--- src/rtl/mem_port_arbiter.sv ---
// Shares one single-port, variable-latency memory between instruction fetch (read-only) and the MEM stage (read/write).
// Optional macro ARB_TIMEOUT_EN adds an ISSUE-state watchdog that forces completion and raises a sticky arb_err.
module mem_port_arbiter #(
    parameter int ADDR_W         = 32,
    parameter int DATA_W         = 32,
    parameter int STARVE_LIMIT   = 4,
    parameter int TIMEOUT_CYCLES = 64
) (
    input  logic              clk,
    input  logic              rst,
    input  logic              if_req,
    input  logic [ADDR_W-1:0] if_addr,
    output logic              if_done,
    output logic [DATA_W-1:0] if_rdata,
    input  logic              dm_req,
    input  logic              dm_we,
    input  logic [ADDR_W-1:0] dm_addr,
    input  logic [DATA_W-1:0] dm_wdata,
    output logic              dm_done,
    output logic [DATA_W-1:0] dm_rdata,
    output logic              mem_req,
    output logic              mem_we,
    output logic [ADDR_W-1:0] mem_addr,
    output logic [DATA_W-1:0] mem_wdata,
    input  logic              mem_ack,
    input  logic [DATA_W-1:0] mem_rdata,
    output logic              stall_if,
    output logic              stall_mem,
    output logic              busy,
    output logic              arb_err
);

    typedef enum logic [1:0] {IDLE, ISSUE, DONE} state_t;

    localparam logic [3:0] STARVE_LIM = 4'(STARVE_LIMIT);

    state_t            state_q, state_d;
    logic              owner_dm_q, owner_dm_d;
    logic [3:0]        starve_cnt_q, starve_cnt_d;
    logic              mem_req_q, mem_req_d;
    logic              mem_we_q, mem_we_d;
    logic [ADDR_W-1:0] mem_addr_q, mem_addr_d;
    logic [DATA_W-1:0] mem_wdata_q, mem_wdata_d;
    logic              if_done_q, if_done_d;
    logic              dm_done_q, dm_done_d;
    logic [DATA_W-1:0] if_rdata_q, if_rdata_d;
    logic [DATA_W-1:0] dm_rdata_q, dm_rdata_d;
    logic              fetch_wins;

`ifdef ARB_TIMEOUT_EN
    localparam int TO_W = $clog2(TIMEOUT_CYCLES + 1);

    logic [TO_W-1:0] to_cnt_q, to_cnt_d;
    logic            arb_err_q, arb_err_d;
    logic            timeout;

    assign timeout = (to_cnt_q == TO_W'(TIMEOUT_CYCLES - 1));
`endif

    // Data side has priority unless fetch has been passed over STARVE_LIMIT times in a row.
    assign fetch_wins = if_req && (!dm_req || (starve_cnt_q == STARVE_LIM));

    always_comb begin
        state_d      = state_q;
        owner_dm_d   = owner_dm_q;
        starve_cnt_d = starve_cnt_q;
        mem_req_d    = mem_req_q;
        mem_we_d     = mem_we_q;
        mem_addr_d   = mem_addr_q;
        mem_wdata_d  = mem_wdata_q;
        if_rdata_d   = if_rdata_q;
        dm_rdata_d   = dm_rdata_q;
        if_done_d    = 1'b0;
        dm_done_d    = 1'b0;
`ifdef ARB_TIMEOUT_EN
        arb_err_d    = arb_err_q;
        to_cnt_d     = '0;
`endif
        case (state_q)
            IDLE: begin
                if (if_req || dm_req) begin
                    state_d   = ISSUE;
                    mem_req_d = 1'b1;
                    if (fetch_wins) begin
                        owner_dm_d   = 1'b0;
                        mem_we_d     = 1'b0;
                        mem_addr_d   = if_addr;
                        mem_wdata_d  = '0;
                        starve_cnt_d = '0;
                    end else begin
                        owner_dm_d  = 1'b1;
                        mem_we_d    = dm_we;
                        mem_addr_d  = dm_addr;
                        mem_wdata_d = dm_wdata;
                        if (if_req && (starve_cnt_q != 4'hF)) begin
                            starve_cnt_d = starve_cnt_q + 4'd1;
                        end
                    end
                end
            end
            ISSUE: begin
`ifdef ARB_TIMEOUT_EN
                to_cnt_d = to_cnt_q + TO_W'(1);
`endif
                if (mem_ack) begin
                    mem_req_d = 1'b0;
                    mem_we_d  = 1'b0;
                    state_d   = DONE;
                    if (owner_dm_q) begin
                        dm_rdata_d = mem_we_q ? '0 : mem_rdata;
                        dm_done_d  = 1'b1;
                    end else begin
                        if_rdata_d = mem_rdata;
                        if_done_d  = 1'b1;
                    end
                end
`ifdef ARB_TIMEOUT_EN
                else if (timeout) begin
                    // Give up on the memory so the pipeline keeps moving; all-ones marks the bad data.
                    mem_req_d = 1'b0;
                    mem_we_d  = 1'b0;
                    arb_err_d = 1'b1;
                    state_d   = DONE;
                    if (owner_dm_q) begin
                        dm_rdata_d = '1;
                        dm_done_d  = 1'b1;
                    end else begin
                        if_rdata_d = '1;
                        if_done_d  = 1'b1;
                    end
                end
`endif
            end
            DONE: begin
                state_d = IDLE;
            end
            default: begin
                state_d = IDLE;
            end
        endcase
        if (!if_req) begin
            starve_cnt_d = '0;
        end
    end

    always_ff @(posedge clk or posedge rst) begin
        if (rst) begin
            state_q      <= IDLE;
            owner_dm_q   <= 1'b0;
            starve_cnt_q <= '0;
            mem_req_q    <= 1'b0;
            mem_we_q     <= 1'b0;
            mem_addr_q   <= '0;
            mem_wdata_q  <= '0;
            if_done_q    <= 1'b0;
            dm_done_q    <= 1'b0;
            if_rdata_q   <= '0;
            dm_rdata_q   <= '0;
        end else begin
            state_q      <= state_d;
            owner_dm_q   <= owner_dm_d;
            starve_cnt_q <= starve_cnt_d;
            mem_req_q    <= mem_req_d;
            mem_we_q     <= mem_we_d;
            mem_addr_q   <= mem_addr_d;
            mem_wdata_q  <= mem_wdata_d;
            if_done_q    <= if_done_d;
            dm_done_q    <= dm_done_d;
            if_rdata_q   <= if_rdata_d;
            dm_rdata_q   <= dm_rdata_d;
        end
    end

`ifdef ARB_TIMEOUT_EN
    always_ff @(posedge clk or posedge rst) begin
        if (rst) begin
            to_cnt_q  <= '0;
            arb_err_q <= 1'b0;
        end else begin
            to_cnt_q  <= to_cnt_d;
            arb_err_q <= arb_err_d;
        end
    end

    assign arb_err = arb_err_q;
`else
    assign arb_err = 1'b0;
`endif

    assign mem_req   = mem_req_q;
    assign mem_we    = mem_we_q;
    assign mem_addr  = mem_addr_q;
    assign mem_wdata = mem_wdata_q;
    assign if_done   = if_done_q;
    assign dm_done   = dm_done_q;
    assign if_rdata  = if_rdata_q;
    assign dm_rdata  = dm_rdata_q;
    assign stall_if  = if_req & ~if_done_q;
    assign stall_mem = dm_req & ~dm_done_q;
    assign busy      = (state_q != IDLE);

endmodule

--- config.mk ---
export PLATFORM = sky130hd
export DESIGN_NAME = mem_port_arbiter
export DESIGN_NICKNAME = d
export VERILOG_FILES = /design/src/rtl/mem_port_arbiter.sv
export SDC_FILE = /design/constraint.sdc
export NUM_CORES = 1
export LEC_CHECK = 0
export CORE_MARGIN = 2
export CORE_UTILIZATION = 42
export DETAILED_ROUTE_END_ITERATION = 16
export GPL_TIMING_DRIVEN = 0
export PLACE_DENSITY = 0.91
export SLEW_MARGIN = 5
export SYNTH_ARGS = -nofsm -noshare
export SYNTH_HDL_FRONTEND = slang
export SYNTH_SLANG_ARGS = --single-unit
export TNS_END_PERCENT = 20
--- constraint.sdc ---
create_clock -name clk -period 5.2 [get_ports clk]
set_clock_uncertainty 0.05 [all_clocks]
set_input_delay 0.52 -clock clk [delete_from_list [all_inputs] [get_ports clk]]
set_output_delay 0.52 -clock clk [all_outputs]
set_load 0.05 [all_outputs]
# Word-level counts from Yosys, hierarchy flattened
# Cells that the tools add are included.
# totals
register_bits	139
elab_cells	63
# classes
add_sub_neg	1
n_eq_ne	8
muxes	24
n_bitwise	5
n_reduce_logical	14
# op_table
op	n
$mux W32	3
$mux W4	5
$reduce_and A3 Y1	4
$mux W1	11
$add A4 B1 Y4 const B	1
$eq A4 B3 Y1 const B	1
$mux W2	2
$ne A2 B1 Y1 const B	2
$ne A2 B2 Y1 const B	2
$ne A4 B4 Y1 const B	1
$pmux W1 S2	2
$pmux W2 S2	1
$reduce_and A2 Y1	2
$reduce_bool A2 Y1	2
$ne A3 B1 Y1 const B	1
$not A1 Y1	3
$and A1 B1 Y1	2
$eq A2 B1 Y1 const B	1
$logic_and A1 B1 Y1	2
$logic_not A2 Y1	1
$logic_or A1 B1 Y1	2
$logic_not A1 Y1	1

# Depth between registers and ports, before layout
# depth
word_depth	7
mapped_depth	8
mapped_depth_nobuf	6

# Least setup slack after synthesis
# Ideal clock, no wire load.
# synth_timing
path_type	input-to-output
from	input port dm_req
to	output port stall_mem
t_arrival_ns	1.443
required_ns	4.630
path_slack_ns	3.187
cell_stages	2
path_buffers	1
cell_sequence	buf_2 > nor2b_1
# synth_between
elab_chain_cells	1
# synth_lines
element	line_no	text
start: declaration	15	input logic dm_req,
$and A1 B1 Y1	199	assign stall_mem = dm_req & ~dm_done_q;
end: declaration	28	output logic stall_mem,
# Every way passes these cells.

# Worst setup path after layout
# layout_timing
from	input port if_req
to	output port stall_if
# layout_between
elab_chain_cells	1
# layout_lines
element	line_no	text
start: declaration	11	input logic if_req,
$and A1 B1 Y1	198	assign stall_if = if_req & ~if_done_q;
end: declaration	27	output logic stall_if,
# Every way passes these cells.

==> out/qor.csv <==
metric,value,unit
status,"complete, no violations",
place_hpwl,13.7,mm
multi_input_area,0.00212,mm²
core,0.0138,mm²
fmax,360,MHz
track_usage,25.4,%
setup_viol,0,
cts_buffer_depth,2,
wl_per_cell,17.6,µm
gp_congestion,0.796,
clkSinkCount,139,
fp.dieW,123,µm
hold_slack,414,ps
clk_pin_slew,60,ps
postCtsSetupBuffers,0,
drt_wl_total,18.7,mm
synthCells,583,
drtPass1Iterations,6,
drive_gt1_share,8.83,%
ir_drop,469,µV
worst_setup_path_start_kind,input port,
grt.overflow.total,0,
maxSlewHeadroom,56.5,%
yosysUniqueCellTypes,31,
die_h,123,µm
regArea,0.00348,mm²
insertion_delay,410,ps
grt_pass1_wl,28.8,mm
die-area,0.0151,mm²
leakage,0.00425,µW
synth_edf_count,0,
worstHoldStart,mem_wdata[6]$_DFFE_PP0P_,
hold_viol,0,
drt-initial-drc-count,309,
reg2regPathDepth,7,
area_growth,60.1,%
clock-root-buffer,clkbuf_16,
route.detailed.drc,0,
async_flop_share,100,%
portBuffers,267,
final_cells,1063,
mostFrequentLayoutCells,"267 x clkdlybuf4s50_1, 139 x nand2_1, 139 x dfrtp_1",
cp.required,4630,ps
hold_path_class,flop to flop,
rows,43,
synthFlopType,dfrtp_1,
diodes,0,
ant_nets,0,
regToRegSetupSlack,3470,ps
num-fill-cells,1031,
postCtsHoldBufs,0,
powerDensity,750,mW/mm²
cp.arrival,2210,ps
slew_violations,0,
grt_max_degree,72,
worstSetupPathType,input port to primary output,
min_period_over_period,53.4,%
syn_area_per_cell,10.2,µm²
rsz0062_at_grt,no,
worstMarginPinSlew,652,ps
drv_cap,0,
r2r-start,starve_cnt_q[0]$_DFFE_PP0P_,
endpoint_kind,primary output,
min_period,2780,ps
min_delay_path_depth,2,
r2r_end,mem_addr[4]$_DFFE_PP0P_,
syn_nets,719,
min_to,mem_wdata[6]$_DFFE_PP0P_,
initial_core_util,42.9,%
cts_tree,built,
fin_nets,1006,
numCtsBuffers,17,
grt_pass1_vias,5558,
via_count,5350,
seq_area_frac_synth,58.6,%
netlist_area,0.00593,mm²
pin_count,270,
p_total,7120,µW
grt_antenna_before_repair,0,
dpl.cell_count,1031,
layout_commonest_cell,clkdlybuf4s50_1,
cp_max_fo,10,
synth.ff_latch_count,139,
yosys_warnings,0,
cts.htree.levels,4,
ctsResizeCount,0,
routed_via_density,5.03,
## cell type report
cell class | count | area share, %
inverters | 6 | 0.290
plain buffers | 40 | 3.32
well taps | 180 | 2.37
repair buffers | 268 | 28.4
clock inverters | 12 | 1.96
multi-input cells | 398 | 22.3
clock buffers | 20 | 4.70
flip-flops and latches | 139 | 36.6
## cells in the mapped netlist, types with 2 or more instances
cell type | instances | share of area [%]
nor2_1 | 34 | 2.2
o21ai_0 | 3 | 0.25
a21boi_0 | 2 | 0.25
buf_4 | 9 | 1.1
nand2_1 | 139 | 8.8
ha_1 | 2 | 0.42
a21oi_1 | 65 | 5.5
nand3_1 | 37 | 3.1
o21ai_1 | 33 | 2.8
buf_2 | 9 | 0.76
nor2b_1 | 2 | 0.21
buf_6 | 16 | 3.0
dfrtp_1 | 139 | 59
nand2b_1 | 34 | 3.6
inv_1 | 4 | 0.25
inv_2 | 2 | 0.13
nor2_4 | 2 | 0.38
mux2_2 | 3 | 0.57
mux2_1 | 29 | 5.5
clkbuf_1 | 6 | 0.38
nand3b_4 | 2 | 0.67
and2_1 | 2 | 0.21
## registers in the layout (all words and copies together) (netlist names), 2 cells and up
name	cells
mem_wdata	32
mem_addr	32
starve_cnt_q	4
if_rdata	32
dm_rdata	32
state_q	2
## per-layer routing
| layer | GRT usage (%) | share of wire, % | vias up |
|---|---|---|---|
| met3 | 8.55 | 9.4 | 39 |
| met1 | 28.1 | 37 | 2578 |
| li1 | - | - | 2491 |
| met5 | 0 | 0 | - |
| met2 | 45.1 | 51 | 242 |
| met4 | 9.63 | 2.8 | 0 |
## stage by stage
stage,utilization (%),area [µm²],setup slack (ps),TNS [ps]
final,68.7,9500,2420,0
after global routing,68.7,9500,2350,0
after CTS,68.7,9500,2430,0
after detailed placement,64.1,8860,2440,0
after global placement,63.9,8830,-1100,-152100
after floorplan,-,5930,905,0
## how the worst max path moves through the flow
stage / from / end / slack (ps)
5_1_grt: if_req / stall_if / 2350
6_report: if_req / stall_if / 2420
2_1_floorplan: rst / dm_done$_DFF_PP0_ / 910
3_3_place_gp: rst / if_rdata[14]$_DFFE_PP0P_ / -1100
3_5_place_dp: if_req / stall_if / 2440
4_1_cts: if_req / stall_if / 2430
## worst max-delay path: stages
cell and delay (ps):
clkdlybuf4s50_1 480, buf_2 220, nor2b_1 170, clkdlybuf4s50_1 810
## cell families after synthesis
group	share of synthesized area, %
buf+inv	5.69
other cells	0.0632
flops	58.6
compound gates	9.68
simple gates	19.4
fa+ha+maj	0.422
mux	6.07
## where the power goes
group          internal [µW]  total (µW)  switching, µW
sequential              1580        1860            283
clock                    823        1300            476
combinational           1330        3970           2640
No activity file was read; power rests on OpenSTA's default activity.
